===== src/rtl/mul_unit.sv =====
// mul_unit: iterative shift-add multiplier for MUL/UMULL/SMULL.
// One product bit per cycle; SMULL runs on magnitudes and negates in FIX.
module mul_unit #(
    parameter int WIDTH = 32
) (
    input  logic             clk,
    input  logic             reset,
    input  logic             start,
    input  logic [2:0]       ALUControl,
    input  logic [WIDTH-1:0] SrcA,
    input  logic [WIDTH-1:0] SrcB,
    output logic             busy,
    output logic             done,
    output logic [WIDTH-1:0] ResultLo,
    output logic [WIDTH-1:0] ResultHi,
    output logic             FlagN,
    output logic             FlagZ
);
    localparam logic [1:0] S_IDLE = 2'd0;
    localparam logic [1:0] S_RUN  = 2'd1;
    localparam logic [1:0] S_FIX  = 2'd2;
    localparam logic [1:0] S_DONE = 2'd3;
    localparam int CW = (WIDTH > 1) ? $clog2(WIDTH) : 1;

    logic [1:0]         r_state;
    logic [2:0]         r_op;
    logic               r_sign;
    logic [WIDTH-1:0]   r_mcand, r_mplier;
    logic [2*WIDTH-1:0] r_acc;
    logic [CW-1:0]      r_cnt;
    logic [WIDTH-1:0]   r_lo, r_hi;
    logic               r_n, r_z;

    logic               w_smull, w_go, w_long;
    logic [WIDTH-1:0]   w_abs_a, w_abs_b;
    logic [WIDTH:0]     w_sum;
    logic [2*WIDTH-1:0] w_fin;

    assign w_smull = ALUControl == 3'b111;
    assign w_go    = start && ALUControl[2] && (ALUControl[1:0] != 2'b00);
    // most-negative operand negates to itself, which is its correct unsigned magnitude
    assign w_abs_a = (w_smull && SrcA[WIDTH-1]) ? -SrcA : SrcA;
    assign w_abs_b = (w_smull && SrcB[WIDTH-1]) ? -SrcB : SrcB;
    assign w_sum   = {1'b0, r_acc[2*WIDTH-1:WIDTH]} + (r_mplier[0] ? {1'b0, r_mcand} : '0);
    assign w_fin   = r_sign ? -r_acc : r_acc;
    assign w_long  = r_op != 3'b101;

    assign busy     = (r_state == S_RUN) || (r_state == S_FIX);
    assign done     = r_state == S_DONE;
    assign ResultLo = r_lo;
    assign ResultHi = r_hi;
    assign FlagN    = r_n;
    assign FlagZ    = r_z;

    always_ff @(posedge clk) begin
        if (reset) begin
            r_state  <= S_IDLE;
            r_op     <= '0;
            r_sign   <= 1'b0;
            r_mcand  <= '0;
            r_mplier <= '0;
            r_acc    <= '0;
            r_cnt    <= '0;
            r_lo     <= '0;
            r_hi     <= '0;
            r_n      <= 1'b0;
            r_z      <= 1'b0;
        end else begin
            case (r_state)
                S_IDLE: if (w_go) begin
                    r_op     <= ALUControl;
                    r_mcand  <= w_abs_a;
                    r_mplier <= w_abs_b;
                    r_sign   <= w_smull && (SrcA[WIDTH-1] ^ SrcB[WIDTH-1]);
                    r_acc    <= '0;
                    r_cnt    <= '0;
                    r_state  <= S_RUN;
                end
                S_RUN: begin
                    r_acc    <= {w_sum, r_acc[WIDTH-1:1]};
                    r_mplier <= r_mplier >> 1;
                    r_cnt    <= r_cnt + 1'b1;
                    r_state  <= (r_cnt == CW'(WIDTH - 1)) ? S_FIX : S_RUN;
                end
                S_FIX: begin
                    r_lo    <= w_fin[WIDTH-1:0];
                    r_hi    <= w_long ? w_fin[2*WIDTH-1:WIDTH] : '0;
                    r_n     <= w_long ? w_fin[2*WIDTH-1] : w_fin[WIDTH-1];
                    r_z     <= w_long ? (w_fin == '0) : (w_fin[WIDTH-1:0] == '0);
                    r_state <= S_DONE;
                end
                default: r_state <= S_IDLE;
            endcase
        end
    end
endmodule


===== config.mk =====
export PLATFORM = sky130hd
export DESIGN_NAME = mul_unit
export DESIGN_NICKNAME = d
export VERILOG_FILES = /design/src/rtl/mul_unit.sv
export SDC_FILE = /design/constraint.sdc
export NUM_CORES = 1
export LEC_CHECK = 0
export ABC_AREA = 1
export BUFFER_PORTS_ARGS = -buffer_cell sky130_fd_sc_hd__buf_4
export CORE_UTILIZATION = 45
export CTS_CLUSTER_SIZE = 14
export DETAILED_ROUTE_END_ITERATION = 12
export PLACE_DENSITY = 0.64
export SLEW_MARGIN = 20
export SYNTH_ARGS = -nofsm -noshare
export SYNTH_HDL_FRONTEND = slang
export SYNTH_SLANG_ARGS = --single-unit
export TNS_END_PERCENT = 30

===== constraint.sdc =====
create_clock -name clk -period 3.1 [get_ports clk]
set_clock_uncertainty 0.1 [all_clocks]
set_input_delay 0.62 -clock clk [delete_from_list [all_inputs] [get_ports clk]]
set_output_delay 0.62 -clock clk [all_outputs]
set_load 0.05 [all_outputs]

==> summary.md <==
| Metric | Value |
|---|---|
| Status | `finished, final reports clean` |
| #FFs+latches synth | `205` |
| WL final | `42400 um` |
| Yosys top cell area share | `0.306` |
| Final Setup Violations | `0` |
| Register area share after synthesis | `0.306` |
| Synth top area cells | `dfxtp_1, nand2_1, a21oi_1` |
| Num CTS Buffers | `26` |
| Port-buffer cells | `137` |
| P&R area growth vs syn | `18.0%` |
| Crit path time final | `2890 ps` |
| Worst-Margin Slew | `717 ps` |
| Slowest-stage cell, CP | `dfxtp_1` |
| Clock Path Buffers | `3` |
| Clk slew on worst S/H paths | `60 ps` |
| # clock sinks | `205` |
| Via/cell ratio | `5.26` |
| Io pins | `138` |
| Fmax achieved | `0.346 GHz` |
| Crit Path Class | `flip-flop to flip-flop` |
| CTS tree | `done` |
| Htree depth | `1` |
| Worst Hold Path EP | `r_op[1]` |
| DP Wirelength | `31700 um` |
| Max VDD drop | `380 uV` |
| DRC | `0` |
| Vias in the first global route | `13100` |
| Max-slew violation count | `0` |
| Period utilisation layout | `0.932` |
| RSZ-0062 raised after global routing | `false` |
| Setup TNS Final | `0 ps` |
| Post-synth EDFFs | `0` |
| Num rows | `62` |
| DR vias | `14000` |
| Synth async-reset ratio | `0` |
| WHS Path Cells | `3` |
| Slowest Stage Delay on Critical Path | `470 ps` |
| Synth Warn # | `0` |
| Layout cells sized above 1 | `0.123` |
| Max_slew headroom | `0.522` |
| CTS hold repair buffers | `0` |
| Avg Inst Size Synth | `6.25 um^2` |
| R2r endpoint | `r_acc[53]` |
| WP data required | `3390 ps` |
| First-pass GRT wire length | `68300 um` |
| Design area | `15800 um^2` |
| GPL Wtd Cong | `0.974` |
| Fill count | `3073` |
| Drt initial violations | `1062` |
| Synth area leader | `dfxtp_1` |
| Yosys cell types | `48` |
| Fin nets | `2378` |
| Core area | `29000 um^2` |
| Die width | `175 um` |
| Reg2Reg Depth | `16` |
| Setup crit start kind | `flip-flop` |
| Hold slack final | `262 ps` |
| Reg2Reg Launch Point | `r_mplier[0]` |
| Post-CTS Setup Bufs | `0` |
| Reg2reg setup slack | `210 ps` |
| Synth Flop Type | `dfxtp_1` |
| DR WL/cell | `15.9 um` |
| Leakage dissipation | `7.69 nW` |
| Cell Area, Synth | `13400 um^2` |
| DIE HEIGHT | `175 um` |
| GRT overflow | `0` |
| Cell repeated most along the worst path | `nand2_1` |
| Total GRT Usage | `0.275` |
| Final Hold Viols | `0` |
| Mapped Nets | `2258` |
| DRT Pass-1 Iters | `5` |
| Pwr dens | `424 nW/um^2` |
| Antenna cells | `0` |
| Resized cells post-CTS | `0` |
| Worst path cell trace | `nand2_1 -> inv_1 -> ha_1 -> inv_1 -> fa_1 -> o21ai_1 -> a21oi_1 -> inv_1 -> nand2_1 -> nand2_1 -> nand2_1 -> nand2_1 -> a21boi_4 -> or2_2 -> nand3_1 -> a21oi_1` |
| Initial antenna violation count | `0` |
| DRT antenna net count | `0` |
| Pin count of the biggest net entering global routing | `150` |
| Setup crit end kind | `flip-flop` |
| Starting Density | `0.462` |
| Worst skew pair latency | `540 ps` |
| Total power | `6.71 mW` |
| Clock root cell | `clkbuf_16` |
| Cell count after synthesis | `2145` |
| Util after Layout | `0.545` |
| Worst EP arrival | `3170 ps` |
| DP Area | `14900 um^2` |
| Hold Path Class | `primary input to flip-flop` |
| Die area | `30500 um^2` |
| Hold wc startpoint | `ALUControl[1]` |
| Max cap viols | `0` |
| Crit-path max FO | `9` |
[cell families after synthesis]
group                    count (synthesis)  share of synthesized area
buffers and inverters                  299                     0.0853
flip-flops                             205                      0.306
adder cells (fa/ha/maj)                 43                     0.0407
XOR/XNOR                                64                     0.0418
AO/OA/AOI/OAI                          483                      0.199
AND/OR/NAND/NOR                       1051                      0.327
[critical path, delay by kind of cell, from the launching register on]
kind	cells	cell delay, ps
compound gates	4	550
fa+ha+maj	2	570
buf+inv	3	250
flops	1	470
simple gates	7	800
[registers in the layout, summed over array words and instances (netlist names)]
register / cells
FlagN: 1
FlagZ: 1
ResultHi: 32
ResultLo: 32
r_acc: 64
r_cnt: 5
r_mcand: 32
r_mplier: 32
r_op: 3
r_sign: 1
r_state: 2
[per-layer routing]
layer / part of all wire / vias up / global-route usage
li1: - / 7245 / -
met1: 0.48 / 6338 / 0.386
met4: 0.024 / 0 / 0.0696
met3: 0.049 / 57 / 0.0279
met5: 0 / - / 0
met2: 0.45 / 394 / 0.449
[where the power goes]
| group | switching, mW | total [mW] | internal, mW | leakage [nW] |
|---|---|---|---|---|
| registers | 0.0603 | 2.78 | 2.72 | 1.66 |
| logic | 0.559 | 0.850 | 0.291 | 5.61 |
| clock network | 1.18 | 3.08 | 1.90 | 0.421 |
| total | 1.80 | 6.71 | 4.90 | 7.69 |
[cell usage after synthesis (6+ instances only)]
cell type and instances:
a21o_1 6, a21oi_1 246, a31oi_1 8, clkbuf_1 71, dfxtp_1 205, ha_1 42
inv_1 209, nand2_1 585, nand2_2 9, nand3_1 81, nand3b_1 9, nand4_1 18
nor2_1 273, nor2_2 13, nor3_1 23, nor4_1 9, o211ai_1 43, o21a_1 7
o21ai_0 140, o21ai_1 8, o221ai_1 6, or2_2 14, xnor2_1 26, xor2_1 38
[cell type report]
class,instances,area (um^2),area share
Sequential cell,205,4110,0.259
Clock buffer,40,785,0.0496
Inverter,214,803,0.0508
Multi-Input combinational cell,1641,8190,0.517
Timing Repair Buffer,177,1370,0.0866
Clock inverter,7,92.6,0.00585
Tap cell,384,480,0.0304
[through the flow]
stage | setup WS, ps | instances
floorplan | 553 | 2145
global placement | 278 | 2621
detailed placement | 231 | 2621
CTS | 248 | 2668
global route | 17.5 | 2668
finish | 212 | 2668
[how the worst max path moves through the flow]
stage | depth (start not counted) | end | slack, ps | startpoint
6_report | 16 | r_acc[53] | 210 | r_mplier[0]
5_1_grt | 16 | r_acc[61] | 20 | r_mplier[0]
4_1_cts | 16 | r_acc[53] | 250 | r_mplier[0]
3_5_place_dp | 13 | r_mcand[28] | 230 | SrcA[0]
3_3_place_gp | 13 | r_mcand[27] | 280 | SrcA[4]
2_1_floorplan | 18 | r_acc[61] | 550 | r_mplier[0]
[layout by cell type, fill, tap and decap left out, drive strengths merged]
| master | Yosys | layout |
|---|---|---|
| nand2 | 596 | 596 |
| nor2 | 290 | 290 |
| a21oi | 247 | 247 |
| inv | 211 | 211 |
| dfxtp | 205 | 205 |
| buf | 14 | 177 |
| o21ai | 152 | 152 |
| nand3 | 86 | 86 |
| o211ai | 43 | 43 |
| ha | 42 | 42 |
| clkbuf | 71 | 40 |
| xor2 | 38 | 38 |
| nor3 | 28 | 28 |
| xnor2 | 26 | 26 |
| nand4 | 18 | 18 |
| or2 | 14 | 14 |
| nand3b | 9 | 9 |
| nor4 | 9 | 9 |
| a31oi | 8 | 8 |
| o21a | 7 | 7 |
| a21o | 6 | 6 |
| o221ai | 6 | 6 |
| clkinv | 3 | 5 |
| o31ai | 4 | 4 |
| clkinvlp | 0 | 3 |
| o21bai | 2 | 2 |
| a221oi | 2 | 2 |
| bufinv | 0 | 2 |
| a21boi | 2 | 2 |
| o211a | 1 | 1 |
| a211oi | 1 | 1 |
| o22ai | 1 | 1 |
| and3 | 1 | 1 |
| o41ai | 1 | 1 |
| fa | 1 | 1 |
Note: power is estimated with default switching activity, not from simulation.
